[src/rtl/axi_defs.svh]
// Shared AXI bus widths for the read-arbiter slice.
`ifndef AXI_DEFS_SVH
`define AXI_DEFS_SVH

`define AXI_ADDR_WTH 32
`define AXI_LEN_WTH  8
`define AXI_DATA_WTH 64
`define AXI_RESP_WTH 2

`endif

[src/rtl/axi_rd_arb_pkg.sv]
// Types and constants shared by the AXI read arbiter and its helpers.
package axi_rd_arb_pkg;

  typedef enum logic {
    IDLE = 1'b0,
    ADDR = 1'b1
  } arb_state_e;

  // out_cnt width covers MAX_OUT up to 255
  localparam int OUT_CNT_W  = 8;
  localparam int PERF_CNT_W = 32;
  localparam int ID_W       = 4;

endpackage

[src/rtl/axi_rd_arb_rr_pick.sv]
// Round-robin picker: first requester after last_grant, wrapping modulo NUM_REQ.
module rr_pick #(
  parameter int NUM_REQ = 4,
  parameter int IDX_W   = 2
) (
  input  logic [NUM_REQ-1:0] req,
  input  logic [IDX_W-1:0]   last_grant,
  output logic [NUM_REQ-1:0] gnt,
  output logic               vld
);

  always_comb begin
    gnt = '0;
    vld = 1'b0;
    // k walks the rotation order starting one past the previous winner
    for (int k = 1; k <= NUM_REQ; k++) begin
      for (int i = 0; i < NUM_REQ; i++) begin
        if (!vld && req[i] && (i == (int'(last_grant) + k) % NUM_REQ)) begin
          gnt[i] = 1'b1;
          vld    = 1'b1;
        end
      end
    end
  end

endmodule

[src/rtl/axi_rd_arb.sv]
// N:1 AXI read arbiter: round-robin AR grant with outstanding-burst limit, R routed by ID.
// Optional per-requester grant and AR stall counters when AXI_RD_ARB_PERF_CNT_EN is defined.
`include "axi_defs.svh"

module axi_rd_arb
  import axi_rd_arb_pkg::*;
#(
  parameter int NUM_REQ = 4,
  parameter int MAX_OUT = 8
) (
  input  logic                                    clk,
  input  logic                                    rst,
  input  logic                                    ce,
  input  logic [NUM_REQ-1:0][`AXI_ADDR_WTH-1:0]   req_araddr,
  input  logic [NUM_REQ-1:0][`AXI_LEN_WTH-1:0]    req_arlen,
  input  logic [NUM_REQ-1:0]                      req_arvalid,
  output logic [NUM_REQ-1:0]                      req_arready,
  output logic [`AXI_DATA_WTH-1:0]                req_rdata,
  output logic [`AXI_RESP_WTH-1:0]                req_rresp,
  output logic                                    req_rlast,
  output logic [NUM_REQ-1:0]                      req_rvalid,
  input  logic [NUM_REQ-1:0]                      req_rready,
  output logic [`AXI_ADDR_WTH-1:0]                araddr,
  output logic [`AXI_LEN_WTH-1:0]                 arlen,
  output logic                                    arvalid,
  output logic [ID_W-1:0]                         arid,
  input  logic                                    arready,
  input  logic [ID_W-1:0]                         rid_m,
  input  logic [`AXI_DATA_WTH-1:0]                rdata,
  input  logic [`AXI_RESP_WTH-1:0]                rresp,
  input  logic                                    rlast_d,
  input  logic                                    rvalid,
  output logic                                    rready,
`ifdef AXI_RD_ARB_PERF_CNT_EN
  output logic [NUM_REQ-1:0][PERF_CNT_W-1:0]      grant_cnt,
  output logic [PERF_CNT_W-1:0]                   stall_cnt,
`endif
  output logic                                    err_bad_id
);

  localparam int IDX_W = (NUM_REQ > 1) ? $clog2(NUM_REQ) : 1;

  arb_state_e           state;
  logic [IDX_W-1:0]     last_grant;
  logic [OUT_CNT_W-1:0] out_cnt;
  logic [NUM_REQ-1:0]   pick_gnt;
  logic                 pick_vld;
  logic [IDX_W-1:0]     pick_idx;
  logic                 can_issue;
  logic                 ar_hs;
  logic                 r_done;
  logic                 id_ok;

  rr_pick #(
    .NUM_REQ (NUM_REQ),
    .IDX_W   (IDX_W)
  ) u_rr_pick (
    .req        (req_arvalid),
    .last_grant (last_grant),
    .gnt        (pick_gnt),
    .vld        (pick_vld)
  );

  always_comb begin
    pick_idx = '0;
    for (int i = 0; i < NUM_REQ; i++) begin
      if (pick_gnt[i]) pick_idx = IDX_W'(i);
    end
  end

  assign can_issue = (out_cnt < OUT_CNT_W'(MAX_OUT));
  // arvalid is high exactly while in ADDR, so the handshake needs only state and arready
  assign ar_hs     = ce && (state == ADDR) && arready;
  assign r_done    = ce && rvalid && rready && rlast_d;

  always_comb begin
    req_arready = '0;
    for (int i = 0; i < NUM_REQ; i++) begin
      req_arready[i] = ar_hs && (arid == ID_W'(i));
    end
  end

  always_ff @(posedge clk) begin
    if (rst) begin
      state      <= IDLE;
      arvalid    <= 1'b0;
      araddr     <= '0;
      arlen      <= '0;
      arid       <= '0;
      last_grant <= IDX_W'(NUM_REQ - 1);
    end else if (ce) begin
      case (state)
        IDLE: begin
          if (pick_vld && can_issue) begin
            araddr  <= req_araddr[pick_idx];
            arlen   <= req_arlen[pick_idx];
            arid    <= ID_W'(pick_idx);
            arvalid <= 1'b1;
            state   <= ADDR;
          end
        end
        ADDR: begin
          if (arready) begin
            arvalid    <= 1'b0;
            last_grant <= arid[IDX_W-1:0];
            state      <= IDLE;
          end
        end
        default: state <= IDLE;
      endcase
    end
  end

  // Outstanding bursts: +1 per AR accepted, -1 per last R beat consumed
  always_ff @(posedge clk) begin
    if (rst) begin
      out_cnt <= '0;
    end else if (ar_hs && !r_done) begin
      out_cnt <= out_cnt + 1'b1;
    end else if (!ar_hs && r_done && (out_cnt != '0)) begin
      out_cnt <= out_cnt - 1'b1;
    end
  end

  // Unknown IDs are still drained so the slave never stalls on them
  always_comb begin
    req_rvalid = '0;
    rready     = 1'b1;
    id_ok      = 1'b0;
    for (int i = 0; i < NUM_REQ; i++) begin
      if (rid_m == ID_W'(i)) begin
        id_ok         = 1'b1;
        req_rvalid[i] = rvalid;
        rready        = req_rready[i];
      end
    end
  end

  assign req_rdata = rdata;
  assign req_rresp = rresp;
  assign req_rlast = rlast_d;

  always_ff @(posedge clk) begin
    if (rst) begin
      err_bad_id <= 1'b0;
    end else if (ce && rvalid && !id_ok) begin
      err_bad_id <= 1'b1;
    end
  end

`ifdef AXI_RD_ARB_PERF_CNT_EN
  function automatic logic [PERF_CNT_W-1:0] sat_inc(input logic [PERF_CNT_W-1:0] v);
    return (&v) ? v : v + 1'b1;
  endfunction

  always_ff @(posedge clk) begin
    if (rst) begin
      grant_cnt <= '0;
      stall_cnt <= '0;
    end else if (ce) begin
      for (int i = 0; i < NUM_REQ; i++) begin
        if (req_arready[i]) grant_cnt[i] <= sat_inc(grant_cnt[i]);
      end
      if ((state == ADDR) && !arready) stall_cnt <= sat_inc(stall_cnt);
    end
  end
`endif

endmodule

[config.mk]
export PLATFORM = sky130hd
export DESIGN_NAME = axi_rd_arb
export DESIGN_NICKNAME = d
export VERILOG_FILES = /design/src/rtl/axi_rd_arb_pkg.sv /design/src/rtl/axi_rd_arb_rr_pick.sv /design/src/rtl/axi_rd_arb.sv
export VERILOG_INCLUDE_DIRS = /design/src /design/src/rtl
export SDC_FILE = /design/constraint.sdc
export NUM_CORES = 1
export LEC_CHECK = 0
export CAP_MARGIN = 20
export CORE_AREA = 2 2 141 143
export DETAILED_ROUTE_END_ITERATION = 8
export DIE_AREA = 0 0 143 145
export HOLD_SLACK_MARGIN = 0.12
export MAX_ROUTING_LAYER = met4
export PLACE_DENSITY = 0.67
export SYNTH_ARGS = -nofsm -noshare
export SYNTH_HDL_FRONTEND = slang
export SYNTH_SLANG_ARGS = --single-unit
[constraint.sdc]
create_clock -name clk -period 7.8 [get_ports clk]
set_input_delay 2.34 -clock clk [delete_from_list [all_inputs] [get_ports clk]]
set_output_delay 2.34 -clock clk [all_outputs]
set_load 0.02 [all_outputs]
======== After elaboration in Yosys (flattened, before gate mapping) ========
Index checks and enable logic that the tools add are counted.
word-level totals
  ROM bits ................................ 0
  bits in registers ....................... 55
  RAM bits ................................ 0
  word-level logic and storage cells ...... 174
  output and inout port bits .............. 122
  memories kept ........................... 0
  bits of input ports ..................... 244
  latch bits .............................. 0
cells by class
  eq/ne operators ......................... 20
  muxes and demuxes ....................... 55
  shifts and indexed selects .............. 0
  add/sub/neg operators ................... 6
  multiply operators ...................... 0
  div/mod/pow operators ................... 0
  bitwise gates (word level) .............. 5
  reductions and logical operators ........ 78
  magnitude comparators ................... 2
operator list
  kind                 number
  $logic_not 32->1     4
  $bmux 32 s2          1
  $logic_and 1x1->1    45
  $mux 1               45
  $mux 32              1
  $eq 3x3->1 const A   8
  $mux 8               3
  $logic_not 1->1      18
  $bmux 8 s2           1
  $eq 2x3->1 const A   4
  $reduce_and 3->1     3
  $add 8x1->8 const B  1
  $eq 4x2->1 const B   2
  $logic_not 4->1      2
  $lt 8x4->1 const B   1
  $reduce_bool 8->1    1
  $reduce_or 2->1      4
  $sub 8x1->8 const B  1
  $add 2x1->2 const B  2
  $add 2x2->2 const B  2
  $and 1x1->1 const A  4
  $eq 2x2->1 const B   2
  $eq 4x1->1 const B   1
  $mux 2               2
  other kinds (6)      8

======== Longest topological paths before layout ========
  depth in word-level cells ............... 69
  depth in mapped cells ................... 10
  mapped depth without buffers ............ 10

======== Hierarchy ========
A second synthesis with hierarchy kept.
unflattened totals
  cells, all modules ...................... 511
  area total of the unflattened synthesis .. 4166.5 um^2
by module, submodules not included
  module      cells an instance  seq. area each (um^2)  area each (um^2)  instances
  axi_rd_arb  492                1101.1                 4060.1            1
  rr_pick     19                 0.0                    106.4             1

======== Worst setup path before layout ========
No wires, ideal clock.
  path type ............................... input -> output
  start point ............................. in rid_m[3]
  end point ............................... out req_rvalid[2]
  buffers on the path ..................... 0
  arrival ................................. 3160 ps
  slack ................................... 2300 ps
  data required time ...................... 5460 ps
  stages on the path ...................... 3
  cell sequence ........................... nor2_1 -> nand2_1 -> nor3b_1
between the ends
  longest elaborated chain between the ends .. 2
RTL lines
  item             line               source
  start, declared  axi_rd_arb.sv:28   input logic [ID_W-1:0] rid_m,
  $eq 4x2->1       axi_rd_arb.sv:131  if (rid_m == ID_W'(i)) begin
  $mux 1           axi_rd_arb.sv:131
  end, declared    axi_rd_arb.sv:21   output logic [NUM_REQ-1:0] req_rvalid,
No other way between the ends.

======== Worst setup path after layout ========
  start point ............................. in rid_m[0]
  end point ............................... out rready
between the ends
  longest elaborated chain between the ends .. 5
  elaborated cells between the ends (all ways) .. 8
  those cells by class .................... eq/ne (3); mux (4); reduce/logical (1)
RTL lines
  item                 line               source
  $logic_not 4->1      axi_rd_arb.sv:131
  $mux 1 (3 in a row)  axi_rd_arb.sv:131
  $mux 1 (*)           axi_rd_arb.sv:131
  end, declared        axi_rd_arb.sv:33   output logic rready,
Every way passes the cells marked *; elsewhere a longest branch is shown, timed or not.

==> results.toml <==
[place]
io_buffers = 231
gp_congestion = 0.792
dp_hpwl_um = 11500

[sta]
setup_viol = 0
period_needed_ns = 6.45
setup_tns_ns = 0
max_clock_freq_mhz = 155
fin_crit_sh_pct = 82.7
drv_slew = 0
rsz0062_at_grt = "false"
tightest_slew_ns = 1.00
whs_ns = 0.455
hold_violations = 0
skew_ns = 0.00709
relSlewSlack_pct = 33.3

[floorplanning]
start_util_pct = 19.1
die_height_um = 145
fp-row-count = 51
core-area_sq_um = 19200
die_area_sq_um = 20700
io-pin-count = 366
die_w_um = 143

[final_layout]
nNetsFinal = 836
fill_cells = 2019
multi_input_area_sq_um = 1940
ff_latch_area_sq_um = 1100
postLayoutCoreUtil_pct = 30.9
layout-drive-gt1-share_pct = 4.61
syn2layout_area_growth_pct = 61.3

[clocking]
post_cts_buffers = 0
cts.path.max_buffers = 2
cts_tree = "built"
ctsHoldBuffers = 0
htree_levels = 2
ctsResizeCount = 0
cts.sinks = 55
clk_latency_ns = 0.31
cts_buffers = 5
clk_pin_slew_worst_paths_ns = 0.07
root_buffer = "clkbuf_16"

[yosys]
yosys.area_share.xor_xnor_pct = 1.43
synth_area_leaders = "dfxtp_1 30%, o221ai_1 19%, buf_4 15%"
yosys_warnings = 0
yosys-top-cells-count = "78 x o221ai_1, 71 x buf_4, 55 x dfxtp_1"
synthFlopType = "dfxtp_1"
yosysSeqAreaShare_pct = 30.0
synth_edf_count = 0
synth_cells = 442
yosysTopAreaCellShare_pct = 30.0
synth-adder-area-share_pct = 2.59
synthSimpleGateAreaFrac_pct = 19.0
ys_async_sr_fraction_pct = 0
synth_cell_types = 50
ys_ff_latch = 55
synth_compound_area_share_pct = 25.8
synth_most_common_cell = "o221ai_1"
yosysTopAreaCell = "dfxtp_1"
netlist_area_sq_um = 3670
synth_top_family_by_area = "compound AO/OA/AOI/OAI gates"
synth_mux_area_share_pct = 2.89
avgSynthCellArea_sq_um = 8.31

[drt]
wirelength_um = 15500
drc = 0
drtIter0Drc = 128
vias_per_cell = 4.67
drtAntennaViolNets = 0
dr.pass1.iters = 6
wl_per_cell_um = 18.2
via_count = 3977

[pwr]
power.density_nw_per_um2 = 253
power.leakage_nw = 2.12
peakVddDrop_uv = 103

[worst_setup_path]
crit_type = "input port to output pin"
crit_fanout = 5
timing.rr.start = "out_cnt[3]"
worst_setup_path_end_kind = "output pin"
reg2reg_depth = 6
r2r_slack_ns = 4.49
worstPathRequired_ns = 5.46
arrival_ns = 4.11
cp-start-kind = "input port"
reg2reg_to = "araddr[7]"

[grt]
grt_pass1_vias = 3978
grt-ovfl-total = 0
antenna_found_initial = 1
grt_pass1_wl_um = 23000
grt_max_degree = 42
grt.total_usage_pct = 14.9

[flow_run]
drv_cap = 0

[min_path]
hold_path_class = "flip-flop to flip-flop"
hp-start = "arlen[3]"
whs_endpoint = "arlen[3]"
hold_path_depth = 2

[status]
outcome = "completed"
layout make-up:
type                    instances  share of cell area [%]
diodes                          1                  0.0422
clock buffers                   5                    2.11
clock inverters                 3                   0.781
inverters                       4                   0.253
multi-input cells             283                    32.8
flip-flops and latches         55                    18.6
well taps                     265                    5.60
repair buffers                236                    39.9
layer usage:
metal | share of wire [%] | track usage, % | vias to the layer above
met5 | 0 | - | -
met2 | 49 | 25.1 | 202
li1 | - | - | 1902
met1 | 40 | 16.5 | 1844
met4 | 2.1 | 5.20 | 0
met3 | 8.6 | 4.72 | 29
power by group:
part           total, mW  leakage [nW]  internal [mW]  switching, mW
Clock              0.272        0.0804          0.153          0.118
Combinational      0.786          1.59          0.383          0.403
Sequential         0.442         0.451          0.379         0.0629
worst max path at each step:
stage	slack (ns)	cells past startpoint	endpoint	start
global route	1.26	4	rready	rid_m[0]
detailed placement	1.34	4	rready	rid_m[0]
global placement	1.35	4	rready	rid_m[0]
floorplan	2.30	3	req_rvalid[2]	rid_m[3]
CTS	1.34	4	rready	rid_m[0]
finish	1.35	4	rready	rid_m[0]
stage by stage:
step                      total power [mW]  worst slack, ns  cells  instance area [sq um]
after floorplan                      0.931             2.30    443                   3680
after global placement                1.24             1.35    842                   5730
after detailed placement              1.24             1.34    842                   5730
after CTS                             1.53             1.34    850                   5900
after global routing                  1.61             1.26    852                   5930
final                                 1.50             1.35    852                   5930
state kept, by name, indices dropped and copies added (netlist names):
register and cells:
araddr 32, arid 2, arlen 8, arvalid 1
err_bad_id 1, last_grant 2, out_cnt 8, state 1
cell usage in the layout (no fill, tap or decap), types with 3 or more instances in the layout:
| master | instances |
|---|---|
| clkdlybuf4s50_1 | 231 |
| o221ai_1 | 78 |
| dfxtp_1 | 55 |
| nand2_1 | 52 |
| nand3_1 | 44 |
| nor2_1 | 14 |
| a21oi_1 | 8 |
| mux2i_1 | 7 |
| ha_1 | 6 |
| o21ai_0 | 5 |
| clkbuf_16 | 5 |
| inv_1 | 4 |
| nand2b_1 | 4 |
| nor4_1 | 4 |
| xor2_1 | 4 |
| buf_4 | 4 |
| and3_1 | 3 |
| nor3_1 | 3 |
| nor3b_1 | 3 |
| o21bai_1 | 3 |
| o21a_1 | 3 |
critical path: stages:
cell             delay (ns)
clkdlybuf4s50_1        0.55
mux4_2                 0.53
nand2b_1               0.15
clkdlybuf4s50_1        0.54
kinds of logic after synthesis:
| kind of cell | Yosys count |
|---|---|
| muxes | 9 |
| and+or+nand+nor | 143 |
| AOI/OAI and AO/OA | 116 |
| adders and majority gates | 7 |
| xor gates and xnor gates | 6 |
| DFF | 55 |
| other | 1 |
| buffers and inverters | 105 |
Power figures use the tool's default switching activity.
